<file path="config.mk">
export PLATFORM = sky130hd
export DESIGN_NAME = gf233_sqrt_iter
export DESIGN_NICKNAME = d
export VERILOG_FILES = /design/src/rtl/gf233_pkg.sv /design/src/rtl/gf233_sqr.sv /design/src/rtl/gf233_sqrt_iter.sv
export SDC_FILE = /design/constraint.sdc
export NUM_CORES = 1
export LEC_CHECK = 0
export BUFFER_PORTS_ARGS = -buffer_cell sky130_fd_sc_hd__buf_4
export CAP_MARGIN = 20
export CORE_MARGIN = 4
export CORE_UTILIZATION = 40
export DETAILED_ROUTE_END_ITERATION = 8
export PLACE_DENSITY = 0.7
export SLEW_MARGIN = 30
export SYNTH_ARGS = -nofsm -noshare
export SYNTH_HDL_FRONTEND = slang
export SYNTH_SLANG_ARGS = --single-unit
</file>
<file path="constraint.sdc">
create_clock -name clk -period 1.8 [get_ports clk]
set_clock_uncertainty 0.15 [all_clocks]
set_input_delay 0.09 -clock clk [delete_from_list [all_inputs] [get_ports clk]]
set_output_delay 0.09 -clock clk [all_outputs]
set_load 0.01 [all_outputs]
</file>
<file path="src/rtl/gf233_pkg.sv">
// Shared GF(2^233) definitions for the ECC datapath: field constants, element type
// and the fixed squaring map modulo x^233 + x^74 + 1.
package gf233_pkg;

    localparam int GF_M        = 233;
    localparam int GF_K        = 74;
    localparam int GF_SQRT_EXP = 232;

    typedef logic [GF_M-1:0] gf233_t;

    typedef enum logic {
        ST_IDLE = 1'b0,
        ST_RUN  = 1'b1
    } sqrt_state_e;

    // Spread coefficients to even positions, then fold the top half down from the highest
    // degree, so terms that land at or above x^233 are reduced again.
    function automatic gf233_t gf233_sqr_f(input gf233_t a);
        logic [2*GF_M-2:0] t;
        t = '0;
        for (int i = 0; i < GF_M; i++) begin
            t[2*i] = a[i];
        end
        for (int i = 2*GF_M-2; i >= GF_M; i--) begin
            if (t[i]) begin
                t[i-GF_M]      = ~t[i-GF_M];
                t[i-GF_M+GF_K] = ~t[i-GF_M+GF_K];
            end
        end
        return t[GF_M-1:0];
    endfunction

endpackage

</file>
<file path="src/rtl/gf233_sqr.sv">
// Combinational GF(2^233) squarer, shared by the multiplier-side datapath and the
// iterative square-root unit.
module gf233_sqr
    import gf233_pkg::*;
(
    input  gf233_t a,
    output gf233_t y
);

    assign y = gf233_sqr_f(a);

endmodule

</file>
<file path="src/rtl/gf233_sqrt_iter.sv">
// Iterative GF(2^233) square root: sqrt(a) = a^(2^232), applied as SQ_PER_CYCLE
// chained squarings per clock over 232/SQ_PER_CYCLE cycles.
module gf233_sqrt_iter
    import gf233_pkg::*;
#(
    parameter int SQ_PER_CYCLE = 1
) (
    input  logic   clk,
    input  logic   rst_n,
    input  logic   start,
    input  gf233_t din,
    output logic   busy,
    output logic   done,
    output gf233_t dout
);

    localparam int         N_ITER   = GF_SQRT_EXP / SQ_PER_CYCLE;
    localparam logic [7:0] CNT_LOAD = 8'(N_ITER - 1);

    generate
        if (!(SQ_PER_CYCLE == 1 || SQ_PER_CYCLE == 2 ||
              SQ_PER_CYCLE == 4 || SQ_PER_CYCLE == 8)) begin : g_bad_sq_per_cycle
            $error("gf233_sqrt_iter: SQ_PER_CYCLE must be 1, 2, 4 or 8");
        end
    endgenerate

    sqrt_state_e state_r, state_nx_s;
    logic [7:0]  cnt_r, cnt_nx_s;
    gf233_t      acc_r, acc_nx_s;
    logic        done_r, done_nx_s;

    gf233_t      chain_s [SQ_PER_CYCLE+1];

    assign chain_s[0] = acc_r;

    generate
        for (genvar i = 0; i < SQ_PER_CYCLE; i++) begin : g_sqr_chain
            gf233_sqr u_sqr (
                .a (chain_s[i]),
                .y (chain_s[i+1])
            );
        end
    endgenerate

    // Next-state, counter and accumulator update; done only pulses on the final iteration.
    always_comb begin
        state_nx_s = state_r;
        cnt_nx_s   = cnt_r;
        acc_nx_s   = acc_r;
        done_nx_s  = 1'b0;
        case (state_r)
            ST_IDLE: begin
                if (start) begin
                    acc_nx_s   = din;
                    cnt_nx_s   = CNT_LOAD;
                    state_nx_s = ST_RUN;
                end else begin
                    state_nx_s = ST_IDLE;
                end
            end
            ST_RUN: begin
                acc_nx_s = chain_s[SQ_PER_CYCLE];
                if (cnt_r == 8'd0) begin
                    state_nx_s = ST_IDLE;
                    done_nx_s  = 1'b1;
                end else begin
                    cnt_nx_s = cnt_r - 8'd1;
                end
            end
            default: begin
                state_nx_s = ST_IDLE;
            end
        endcase
    end

    // State registers; reset discards any partial result.
    always_ff @(posedge clk or negedge rst_n) begin
        if (!rst_n) begin
            state_r <= ST_IDLE;
            cnt_r   <= 8'd0;
            acc_r   <= '0;
            done_r  <= 1'b0;
        end else begin
            state_r <= state_nx_s;
            cnt_r   <= cnt_nx_s;
            acc_r   <= acc_nx_s;
            done_r  <= done_nx_s;
        end
    end

    assign busy = (state_r == ST_RUN);
    assign done = done_r;
    assign dout = acc_r;

endmodule
</file>
# Yosys cells after proc, flatten, opt, wreduce, memory -nomap -nowiden
# Cells that the tools add are included.
[totals]
input_bits = 236
elab_cells = 445
regBits = 243
output_inout_bits = 235
[classes]
eq_ne = 3
n_addsub = 1
bitwise = 154
n_mux = 279
n_reduce_logical = 3
[op_table]
columns = ["operator", "count"]
rows = [
  ["$pmux W233 S2", 1],
  ["$mux W1", 273],
  ["$mux W233", 1],
  ["$not A1 Y1", 154],
  ["$mux W8", 2],
  ["$pmux W8 S2", 1],
  ["$logic_not A8 Y1", 1],
  ["$sub A8 B1 Y8 const B", 1],
  ["$ne A2 B2 Y1 const B", 2],
  ["$reduce_and A2 Y1", 2],
  ["$ne A2 B1 Y1 const B", 1],
  ["$pmux W1 S2", 1],
]

# Depth between registers and ports, before layout
# Gate-level depths: netlist (run 1).
[logic_depth]
word_depth = 4
ltp_mapped = 7
mapped_depth_nobuf = 6

# Modules after synthesis
# Synthesis (run 1) repeated with hierarchy kept, for this count alone.
[unflattened]
hier_cells = 1527
area_unflattened_um2 = 14720.4
[by_module_without_submodules]
columns = ["mod", "cells_each", "seq_area_each_um2", "area_per_inst_um2", "n_inst"]
rows = [
  ["gf233_sqrt_iter", 1294, 6080.8, 12779.8, 1],
  ["gf233_sqr", 233, 0.0, 1940.6, 1],
]

# Worst setup path after synthesis (run 1)
# OpenSTA, ideal clock, no wires.
[synth_path]
kind = "flip-flop to flip-flop"
start = "register cnt_r[0]"
end = "register cnt_r[6]"
path_stages_with_launch = 7
path_slack_ns = -0.124
n_path_buf = 0
period_less_slack_ns = 1.924
required_ns = 1.520
arrival_time_ns = 1.645
setup_ns = 0.130
path_cell_list = "dfrtp_1 > inv_1 > ha_1 > or4bb_1 > o221ai_1 > or3_2 > nand3_1"
[synth_between]
elab_chain_len = 3
elab_cells_between_ends = 6
cone_classes = "add/sub: 1; eq/ne: 1; mux: 2; reduce/logical: 2"
[synth_rtl]
columns = ["item", "line_no", "text"]
rows = [
  ["start, declared", "gf233_sqrt_iter.sv:28", "logic [7:0] cnt_r, cnt_nx_s;"],
  ["start signal, assigned", "gf233_sqrt_iter.sv:85", "cnt_r <= cnt_nx_s;"],
  ["$sub A8 B1 Y8 / $logic_not A8 Y1 (equally long branches)", "gf233_sqrt_iter.sv:67, gf233_sqrt_iter.sv:63", ""],
  ["$mux W8 / $ne A2 B2 Y1 (equally long branches)", "-", ""],
  ["$pmux W8 S2 / $reduce_and A2 Y1 (equally long branches)", "-", ""],
]
# Several ways; a longest one is shown, not always the timed one. The select of a mux whose other input is x is not followed.
# A chain may end at the register's enable or synchronous reset.

# Worst setup path in the final report (run 1)
[layout_path]
start = "register cnt_r[0]"
end = "register cnt_r[5]"
# The elaborated chain is that of the path after synthesis.

==> metrics, run 1 <==
outcome=complete, but fails checks; failing checks=setup timing; Root Driver=clkbuf_16; cell at the slowest stage of the critical path=or4bb_4; vias in the first global route=12750; DP Worst Slack=-0.1181 ns; cell area power density=1755 nW/um^2; max-slew violations=0; Slew headroom=55.33%; post-layout util=66.01%; row cnt=64; Seq/Total Area, Yosys=49.02%; final instance area=20190 um^2; Finished Layout Cells=2352; syn_area_per_cell=10.21 um^2; CTS buffer count=29; layout cells sized above 1=29.95%; 1st-iter DRT viols=930; vias=12310; number of library cell types mapped by synthesis=31; CTS Buffer Depth=3; HPWL Detailed=37600 um; CP endpoint kind=flop; GRT Overall Usage=30.53%; fin nets=2171; combinational power share=44.1%; critical path's top delay family=simple AND/OR/NAND/NOR gates; crit path kind=reg2reg; antenna viol nets, final=0; FF+latch count, synth=243; GR Overflow Total=0; final hold violations=0; final setup fails=5; Synth area leader=dfrtp_1; VDD IR max=1017 uV; DR WL/cell=23.17 um; die width=184.1 um; Total Wirelength=54490 um; RD Place Congestion=0.9127; Net Switching=0.01523 W; CP max stage delay=0.50 ns; Initial Utilization=40.55%; Clk Latency, worst-skew pair=0.54 ns; top cell type's share of synthesized area=49.02%; Min-Delay Path Class=in2reg; number of max-cap violations=0; die area=33890 um^2; io pins=471; Sink Count=243; Reg power frac=38.8%; sw frac=42.99%; Cell Int Power=0.02021 W; Min Clock Period, post-route=1.842 ns; Ys Warns=0; Clk pwr share=17.1%; CP Cell Sequence=inv_2 > ha_4 > or4bb_4 > o22a_4 > and3_1 > o21ai_1; worst slew pin tran=0.6701 ns; antenna violations before repair=2; CP arrival=2.16 ns; period utilization=102.3%; core region area=30590 um^2; Crit. path cell count=6; Max Clock Freq=542.8 MHz; H-tree depth=1; # fillers=2258; first-pass GRT wire length=78850 um; RSZ-0062 raised after global routing=yes; Syn Std Cell Area=12400 um^2; dpl cells=2046; WP data required=2.12 ns; commonest non-fill, non-tap cell in the layout=buf_4; CTS tree=yes; drt first pass iters=5; Critical Path Fanout Max=5; DIE HEIGHT=184.1 um; WP buf/inv=1; DP Area=16580 um^2; drt via density=5.232; Port Buffers=470; area grow syn2layout=62.77%; Worst-path clk slew=0.06 ns; LEAKAGE=10.30 nW; Syn Nets=1453; Residual DRC=0; largest net degree at the start of global routing=174; final setup margin=-0.04219 ns; most frequent cells in the layout=buf_4 (501), dlygate4sd3_1 (249), dfrtp_1 (242); crit path launch type=flop; Worst Reg2Reg Path Length in Cells=6; top post-synthesis cells by area=dfrtp_1 (49%), mux2i_1 (19%), xor2_1 (11%), o21ai_0 (9.4%), nand2_1 (7.1%); Post-Synthesis Cells=1215; Hold Path Stages=4
-- power by group through the flow --
stage / sequential, W / combinational (W) / clock [W]
final: 0.0138 / 0.0156 / 0.00606
after global routing: 0.0140 / 0.0172 / 0.00636
after CTS: 0.0136 / 0.0153 / 0.00613
after detailed placement: 0.0137 / 0.0146 / 0
after global placement: 0.0137 / 0.0142 / 0
after floorplan: 0.0126 / 0.00633 / 0
-- synthesized netlist by cell type --
master and instances:
a21oi_1 7, a31o_2 1, a31oi_1 1, and3_1 1, and4_1 1, buf_1 4, buf_2 40, buf_4 1
buf_6 1, clkbuf_1 34, dfrtp_1 243, ha_1 2, inv_1 3, mux2i_1 233, nand2_1 233, nand2b_1 1
nand3_1 1, nor2_1 8, nor2b_1 1, nor3_1 2, nor4b_1 1, o21ai_0 232, o21ai_1 2, o221ai_1 1
o22a_1 1, o31ai_1 1, or3_2 2, or4_1 1, or4_2 1, or4bb_1 1, xor2_1 154
-- repair_timing --
action | 4_1_cts | 5_1_grt
setup buffers | 1 | 1
resized for setup | 15 | 3
setup endpoints to repair | 9 | 12
pin swaps | 8 | 6
hold buffers | 249 | 0
cloned | 1 | 0
endpoints found under the hold margin | 485 | 0
-- layer usage --
metal / up-vias / GRT usage [%] / wire, um
met5: - / 0 / 0
met4: 0 / 10.94 / 2189
met3: 120 / 5.743 / 3867
met2: 579 / 52.45 / 26990
met1: 6035 / 38.61 / 21450
li1: 5572 / - / -
-- through the flow --
stage                     power [W]  setup TNS [ns]  hold slack [ns]
final                       0.03544         -0.1006           0.2327
after global routing        0.03753         -0.5695           0.2422
after CTS                   0.03511         -0.1348           0.2084
after detailed placement    0.02823         -0.5596         -0.07417
after global placement      0.02793         -0.3052         -0.07078
after floorplan             0.01895         -0.2238          -0.3556
-- sequential cells by signal, indices dropped and copies added (netlist names) --
signal,flops
dout,233
busy,1
cnt_r,8
done,1
-- cell families (layout without fill, tap and decap cells) --
| family | after synthesis | count (layout) | share of synthesized area, % |
|---|---|---|---|
| other | 0 | 3 | 0 |
| buffers and inverters | 83 | 820 | 3.006 |
| XOR/XNOR | 154 | 154 | 10.87 |
| AO/OA/AOI/OAI | 246 | 247 | 10.05 |
| AND/OR/NAND/NOR | 254 | 254 | 8.049 |
| flip-flops | 243 | 243 | 49.02 |
| multiplexers | 233 | 233 | 18.80 |
| adder cells (fa/ha/maj) | 2 | 2 | 0.2017 |
-- worst register-to-register path, stage by stage, from the launching register on --
cell,delay [ns]
dfrtp_1,0.39
inv_2,0.08
ha_4,0.13
or4bb_4,0.50
o22a_4,0.24
and3_1,0.17
o21ai_1,0.11
-- final timing paths --
kind,from,endpoint,slack (ns)
worst max-delay path,cnt_r[0],cnt_r[5],-0.04
worst min-delay path,din[152],dout[152],0.23
worst max register to register,cnt_r[0],cnt_r[5],-0.04
worst min register to register,dout[89],dout[178],0.37
max in group asynchronous,rst_n,busy,0.34
min in group asynchronous,rst_n,dout[152],0.46
-- area by class of cell --
| cell class | count | area (um^2) | area share, % |
|---|---|---|---|
| diodes | 3 | 7.507 | 0.03718 |
| repair buffers | 766 | 6546 | 32.42 |
| clock inverters | 8 | 95.09 | 0.4710 |
| clock buffers | 43 | 898.4 | 4.449 |
| inverters | 3 | 11.26 | 0.05577 |
| well taps | 396 | 495.5 | 2.454 |
| multi-input cells | 890 | 6052 | 29.97 |
| flip-flops and latches | 243 | 6085 | 30.14 |
No activity file was read; power rests on OpenSTA's default activity.
==> inputs of run 2 (changes only) <==
--- a/config.mk
+++ b/config.mk
@@ -7,6 +7,7 @@
 export LEC_CHECK = 0
 export BUFFER_PORTS_ARGS = -buffer_cell sky130_fd_sc_hd__buf_4
 export CAP_MARGIN = 20
+export CORE_ASPECT_RATIO = 1.75
 export CORE_MARGIN = 4
 export CORE_UTILIZATION = 40
 export DETAILED_ROUTE_END_ITERATION = 8
==> run 2 against run 1 <==
Net effect:
- the flow still finishes with violations (setup timing)
- non-clock buffer count down 21
- clock power down 13%
- critical path depth unchanged
- register-to-register slack worse by 0.07 ns
- flip-flop and latch count unchanged
- power down 3.0%
- routed wire length up 0.79%
- clock-buffer cell count down 5
- largest power group unchanged
==> metrics, run 2 (synthesized netlist as in run 1, its figures left out) <==
Sink Count=243 (unchanged); die width=141.1 um (was 184.1 um); 1st-iter DRT viols=839 (was 930); max reg flops=233 (unchanged); drt via density=5.326 (was 5.232); worst slew pin tran=0.5929 ns (was 0.6701 ns); cell area power density=1725 nW/um^2 (was 1755 nW/um^2); outcome=complete, but fails checks (unchanged); CP Cell Sequence=inv_2 > ha_4 > or4bb_4 > o22a_4 > and3_4 > o21ai_2 (was inv_2 > ha_4 > or4bb_4 > o22a_4 > and3_1 > o21ai_1); GR Overflow Total=0 (unchanged); Hold Path Stages=4 (unchanged); DIE HEIGHT=241.0 um (was 184.1 um); Worst-path clk slew=0.07 ns (was 0.06 ns); die area=34000 um^2 (was 33890 um^2); vias=12350 (was 12310); Min-Delay Path Class=in2reg (unchanged); GRT Overall Usage=30.92% (was 30.53%); # fillers=2341 (was 2258); vias in the first global route=12820 (was 12750); Initial Utilization=40.36% (was 40.55%); R2R Path Start=cnt_r[0] (unchanged); failing checks=setup timing (unchanged); Min Clock Period, post-route=1.909 ns (was 1.842 ns); CP endpoint kind=flop (unchanged); Critical Path Fanout Max=5 (unchanged); area grow syn2layout=60.71% (was 62.77%); io pins=471 (unchanged); most frequent cells in the layout=buf_4 (480), dlygate4sd3_1 (245), dfrtp_1 (242) (was buf_4 (501), dlygate4sd3_1 (249), dfrtp_1 (242)); Slew headroom=60.48% (was 55.33%); LEAKAGE=10.18 nW (was 10.30 nW); Root Driver=clkbuf_16 (unchanged); period utilization=106.1% (was 102.3%); max-slew violations=0 (unchanged); commonest non-fill, non-tap cell in the layout=buf_4 (unchanged); post-layout util=64.86% (was 66.01%); WP data required=2.10 ns (was 2.12 ns); CTS buffer count=24 (was 29); CP arrival=2.21 ns (was 2.16 ns); R2R setup slack=-0.11 ns (was -0.04 ns); row cnt=85 (was 64); final setup fails=7 (was 5); critical path's top delay family=simple AND/OR/NAND/NOR gates (unchanged); final setup margin=-0.1094 ns (was -0.04219 ns); first-pass GRT wire length=79340 um (was 78850 um); layout cells sized above 1=29.14% (was 29.95%); crit path launch type=flop (unchanged); sw frac=43.45% (was 42.99%); Max Clock Freq=523.7 MHz (was 542.8 MHz); crit path kind=reg2reg (unchanged); Clk pwr share=15.3% (was 17.1%); RD Place Congestion=0.9030 (was 0.9127); VDD IR max=1040 uV (was 1017 uV); worst r2r dst=cnt_r[5] (unchanged); antenna viol nets, final=0 (unchanged); CTS tree=yes (unchanged); CP max stage delay=0.50 ns (about the same); antenna violations before repair=2 (unchanged); CTS Buffer Depth=3 (unchanged); Port Buffers=470 (unchanged); Cell Int Power=0.01945 W (was 0.02021 W); Total Wirelength=54920 um (was 54490 um); RSZ-0062 raised after global routing=yes (unchanged); final hold violations=0 (unchanged); Reg power frac=40.1% (was 38.8%); Worst Hold Launch=din[88] (was din[152]); Worst Reg2Reg Path Length in Cells=6 (unchanged); core region area=30740 um^2 (was 30590 um^2); cell at the slowest stage of the critical path=or4bb_4 (unchanged); WP buf/inv=1 (unchanged); largest net degree at the start of global routing=88 (was 174); number of max-cap violations=0 (unchanged); HPWL Detailed=38700 um (was 37600 um); Hold Crit Endpoint=dout[88] (was dout[152]); DR WL/cell=23.68 um (was 23.17 um); Net Switching=0.01494 W (was 0.01523 W); fin nets=2145 (was 2171); final instance area=19940 um^2 (was 20190 um^2); drt first pass iters=5 (unchanged); H-tree depth=1 (unchanged); Clk Latency, worst-skew pair=0.53 ns (was 0.54 ns); DP Area=16430 um^2 (was 16580 um^2); combinational power share=44.6% (was 44.1%); Residual DRC=0 (unchanged)
## run 2: cell count changes in the layout (fill, tap and decap cells not counted), sizes merged
cell         before  now
buf             517  497
clkinv            4    5
dlygate4sd3     249  245
bufbuf            0    2
clkinvlp          2    0
bufinv            2    1
clkbuf           43   39
## run 2: through the flow
step	hold slack, ns	power [W]	std cells	TNS (ns)	worst slack (ns)
4_1_cts	0.2189	0.03409	2313	-0.1975	-0.05273
2_1_floorplan	-0.3556	0.01895	1215	-0.2238	-0.07719
6_report	0.2578	0.03439	2319	-0.4341	-0.1094
3_5_place_dp	-0.1399	0.02809	2021	-0.6572	-0.1290
3_3_place_gp	-0.1359	0.02771	2021	-0.3314	-0.1085
5_1_grt	0.2637	0.03650	2318	-0.8195	-0.1489
## run 2: worst reg2reg max path: stages, from the launching register on
cell and delay [ns]:
dfrtp_1 0.39, inv_2 0.09, ha_4 0.14, or4bb_4 0.50, o22a_4 0.27, and3_4 0.18, o21ai_2 0.12
## run 2: cell type report
| class | count | area [um^2] | share of cell area, % |
|---|---|---|---|
| Clock buffer | 38 | 764.5 | 3.835 |
| Inverter | 3 | 11.26 | 0.05649 |
| Antenna cell | 3 | 7.507 | 0.03766 |
| Multi-Input combinational cell | 890 | 6057 | 30.38 |
| Sequential cell | 243 | 6085 | 30.52 |
| Tap cell | 391 | 489.2 | 2.454 |
| Timing Repair Buffer | 745 | 6466 | 32.44 |
| Clock inverter | 6 | 55.05 | 0.2762 |
## run 2: worst max path at each step
stage | from | endpoint | slack, ns | depth (start not counted)
finish | cnt_r[0] | cnt_r[5] | -0.11 | 6
global route | cnt_r[0] | cnt_r[5] | -0.15 | 6
CTS | cnt_r[1] | cnt_r[7] | -0.05 | 6
detailed placement | cnt_r[1] | cnt_r[7] | -0.13 | 6
global placement | cnt_r[0] | cnt_r[7] | -0.11 | 6
floorplan | cnt_r[0] | cnt_r[7] | -0.08 | 7
## run 2: power by group through the flow
stage / combinational, W / sequential [W] / clock, W
finish: 0.0153 / 0.0138 / 0.00527
global route: 0.0169 / 0.0140 / 0.00557
CTS: 0.0151 / 0.0137 / 0.00535
detailed placement: 0.0144 / 0.0137 / 0
global placement: 0.0140 / 0.0137 / 0
floorplan: 0.00633 / 0.0126 / 0
## run 2: per-layer routing
metal  wire length, um  up-vias  GRT usage, %
met1             20080     6084         36.52
met4              3661        0         18.19
met3              3123      147         4.243
li1                  -     5516             -
met2             28060      603         53.48
met5                 0        -             0
## run 2: what timing repair did
item	4_1_cts	5_1_grt
hold buffers	245	0
buffers inserted	1	1
hold endpoints to repair	482	0
cloned	2	2
pin swaps	1	2
setup endpoints to repair	9	41
gates resized for setup	9	14
==> inputs of run 3 (changes only) <==
--- a/config.mk
+++ b/config.mk
@@ -7,11 +7,10 @@
 export LEC_CHECK = 0
 export BUFFER_PORTS_ARGS = -buffer_cell sky130_fd_sc_hd__buf_4
 export CAP_MARGIN = 20
-export CORE_ASPECT_RATIO = 1.75
-export CORE_MARGIN = 4
-export CORE_UTILIZATION = 40
+export CORE_AREA = 4 4 182 184
 export DETAILED_ROUTE_END_ITERATION = 8
-export PLACE_DENSITY = 0.7
+export DIE_AREA = 0 0 186 188
+export PLACE_DENSITY = 0.69
 export SLEW_MARGIN = 30
 export SYNTH_ARGS = -nofsm -noshare
 export SYNTH_HDL_FRONTEND = slang
==> run 3 against run 2 <==
Net effect:
- the run still ends with setup timing left
- critical path type unchanged
- fmax is 1.1% higher
- critical path depth unchanged
- flip-flop and latch count is the same
- highest routed layer unchanged
- routed wire length rose by 0.58%
- critical endpoint is now cnt_r[6]
- setup slack better by 0.021 ns
- die area is 2.8% higher
- sequential power hardly changed
- largest cell class unchanged
==> metrics, run 3 (synthesized netlist as in run 1, its figures left out) <==
Residual DRC=0 (unchanged); first-pass GRT wire length=79210 um (was 79340 um); Root Driver=clkbuf_16 (unchanged); Min Clock Period, post-route=1.888 ns (was 1.909 ns); VDD IR max=917.5 uV (was 1040 uV); dpl cells=2050 (was 2021); number of max-cap violations=0 (unchanged); Critical Path Fanout Max=5 (unchanged); Clk Latency, worst-skew pair=0.55 ns (was 0.53 ns); drt via density=5.310 (was 5.326); Total Wirelength=55240 um (was 54920 um); Setup TNS=-0.3783 ns (was -0.4341 ns); R2R setup slack=-0.09 ns (was -0.11 ns); Max Clock Freq=529.5 MHz (was 523.7 MHz); area grow syn2layout=63.42% (was 60.71%); Worst-path clk slew=0.06 ns (was 0.07 ns); Port Buffers=470 (unchanged); CTS buffer count=28 (was 24); Slew headroom=56.25% (was 60.48%); final hold slack=0.2231 ns (was 0.2578 ns); failing checks=setup timing (unchanged); outcome=complete, but fails checks (unchanged); DR WL/cell=23.38 um (was 23.68 um); row cnt=65 (was 85); most frequent cells in the layout=buf_4 (508), dlygate4sd3_1 (245), dfrtp_1 (242) (was buf_4 (480), dlygate4sd3_1 (245), dfrtp_1 (242)); layout cells sized above 1=30.32% (was 29.14%); Worst Hold Launch=din[6] (was din[88]); CP endpoint kind=flop (unchanged); crit path kind=reg2reg (unchanged); period utilization=104.9% (was 106.1%); crit path launch type=flop (unchanged); worst slew pin tran=0.6562 ns (was 0.5929 ns); WP data required=2.07 ns (was 2.10 ns); core region area=31390 um^2 (was 30740 um^2); LEAKAGE=10.35 nW (was 10.18 nW); R2R Path Start=cnt_r[1] (was cnt_r[0]); die area=34970 um^2 (was 34000 um^2); Initial Utilization=39.51% (was 40.36%); final instance area=20270 um^2 (was 19940 um^2); RSZ-0062 raised after global routing=yes (unchanged); 1st-iter DRT viols=946 (was 839); final setup fails=7 (unchanged); antenna violations before repair=2 (unchanged); Worst Reg2Reg Path Length in Cells=6 (unchanged); fin nets=2178 (was 2145); CTS tree=yes (unchanged); antenna viol nets, final=0 (unchanged); # fillers=2389 (was 2341); worst setup path start=cnt_r[1] (was cnt_r[0]); DIE HEIGHT=188 um (was 241.0 um); max reg flops=233 (unchanged); CTS Buffer Depth=3 (unchanged); total power=0.03501 W (was 0.03439 W); max-slew violations=0 (unchanged); H-tree depth=1 (unchanged); Min-Delay Path Class=in2reg (unchanged); CP arrival=2.16 ns (was 2.21 ns); RD Place Congestion=0.9094 (was 0.9030); GR Overflow Total=0 (unchanged); largest net degree at the start of global routing=181 (was 88); Hold Path Stages=4 (unchanged); final setup margin=-0.08846 ns (was -0.1094 ns); final hold violations=0 (unchanged); die width=186 um (was 141.1 um); HPWL Detailed=38180 um (was 38700 um); GRT Overall Usage=29.79% (was 30.92%); vias in the first global route=12820 (unchanged); vias=12550 (was 12350); DP Area=16580 um^2 (was 16430 um^2); io pins=471 (unchanged); commonest non-fill, non-tap cell in the layout=buf_4 (unchanged); cell area power density=1727 nW/um^2 (was 1725 nW/um^2); drt first pass iters=5 (unchanged); Finished Layout Cells=2363 (was 2319); Sink Count=243 (unchanged)
run 3: power by group:
group / leakage (nW) / switching [W] / internal [W]
Sequential: 2.84 / 0.00540 / 0.00842
Combinational: 7.08 / 0.00756 / 0.00812
Clock: 0.435 / 0.00231 / 0.00320
Total: 10.3 / 0.0153 / 0.0197
run 3: cell type report:
| type | count | area (um^2) | share of cell area, % |
|---|---|---|---|
| Antenna cell | 2 | 5.005 | 0.02469 |
| Clock buffer | 41 | 799.5 | 3.944 |
| Multi-Input combinational cell | 890 | 6058 | 29.89 |
| Timing Repair Buffer | 774 | 6725 | 33.18 |
| Tap cell | 402 | 503.0 | 2.481 |
| Sequential cell | 243 | 6085 | 30.02 |
| Clock inverter | 8 | 80.08 | 0.3950 |
| Inverter | 3 | 15.01 | 0.07407 |
run 3: worst paths after layout:
kind,end
max,cnt_r[6]
min,dout[6]
max reg2reg,cnt_r[6]
min reg2reg,dout[166]
max in group asynchronous,dout[211]
min in group asynchronous,dout[85]
run 3: stage by stage:
step	util (%)	worst slack, ns
after floorplan	-	-0.07719
after global placement	52.80	-0.1053
after detailed placement	52.80	-0.1877
after CTS	64.03	-0.09177
after global routing	64.57	-0.1243
final	64.57	-0.08846
run 3: per-layer routing:
| metal | GRT usage [%] | vias up | wire length [um] | part of all wire [%] |
|---|---|---|---|---|
| met1 | 38.26 | 6105 | 21710 | 39 |
| met2 | 49.68 | 688 | 26770 | 48 |
| li1 | - | 5605 | - | - |
| met3 | 4.888 | 150 | 4037 | 7.3 |
| met4 | 12.56 | 0 | 2728 | 4.9 |
| met5 | 0 | - | 0 | 0 |
run 3: repair_timing:
item                                   in CTS  in global routing
resized for setup                          17                 13
cloned                                      3                  3
setup endpoints to repair                  12                 48
endpoints found under the hold margin     485                  0
buffers inserted                            6                  6
hold buffers                              245                  0
pin swaps                                   5                  2
run 3: worst max-delay path: stages (launching register included):
cell and delay [ns]:
dfrtp_1 0.40, inv_2 0.09, ha_4 0.13, or4bb_4 0.50, o221ai_4 0.24, or3_2 0.16, nand3_1 0.08
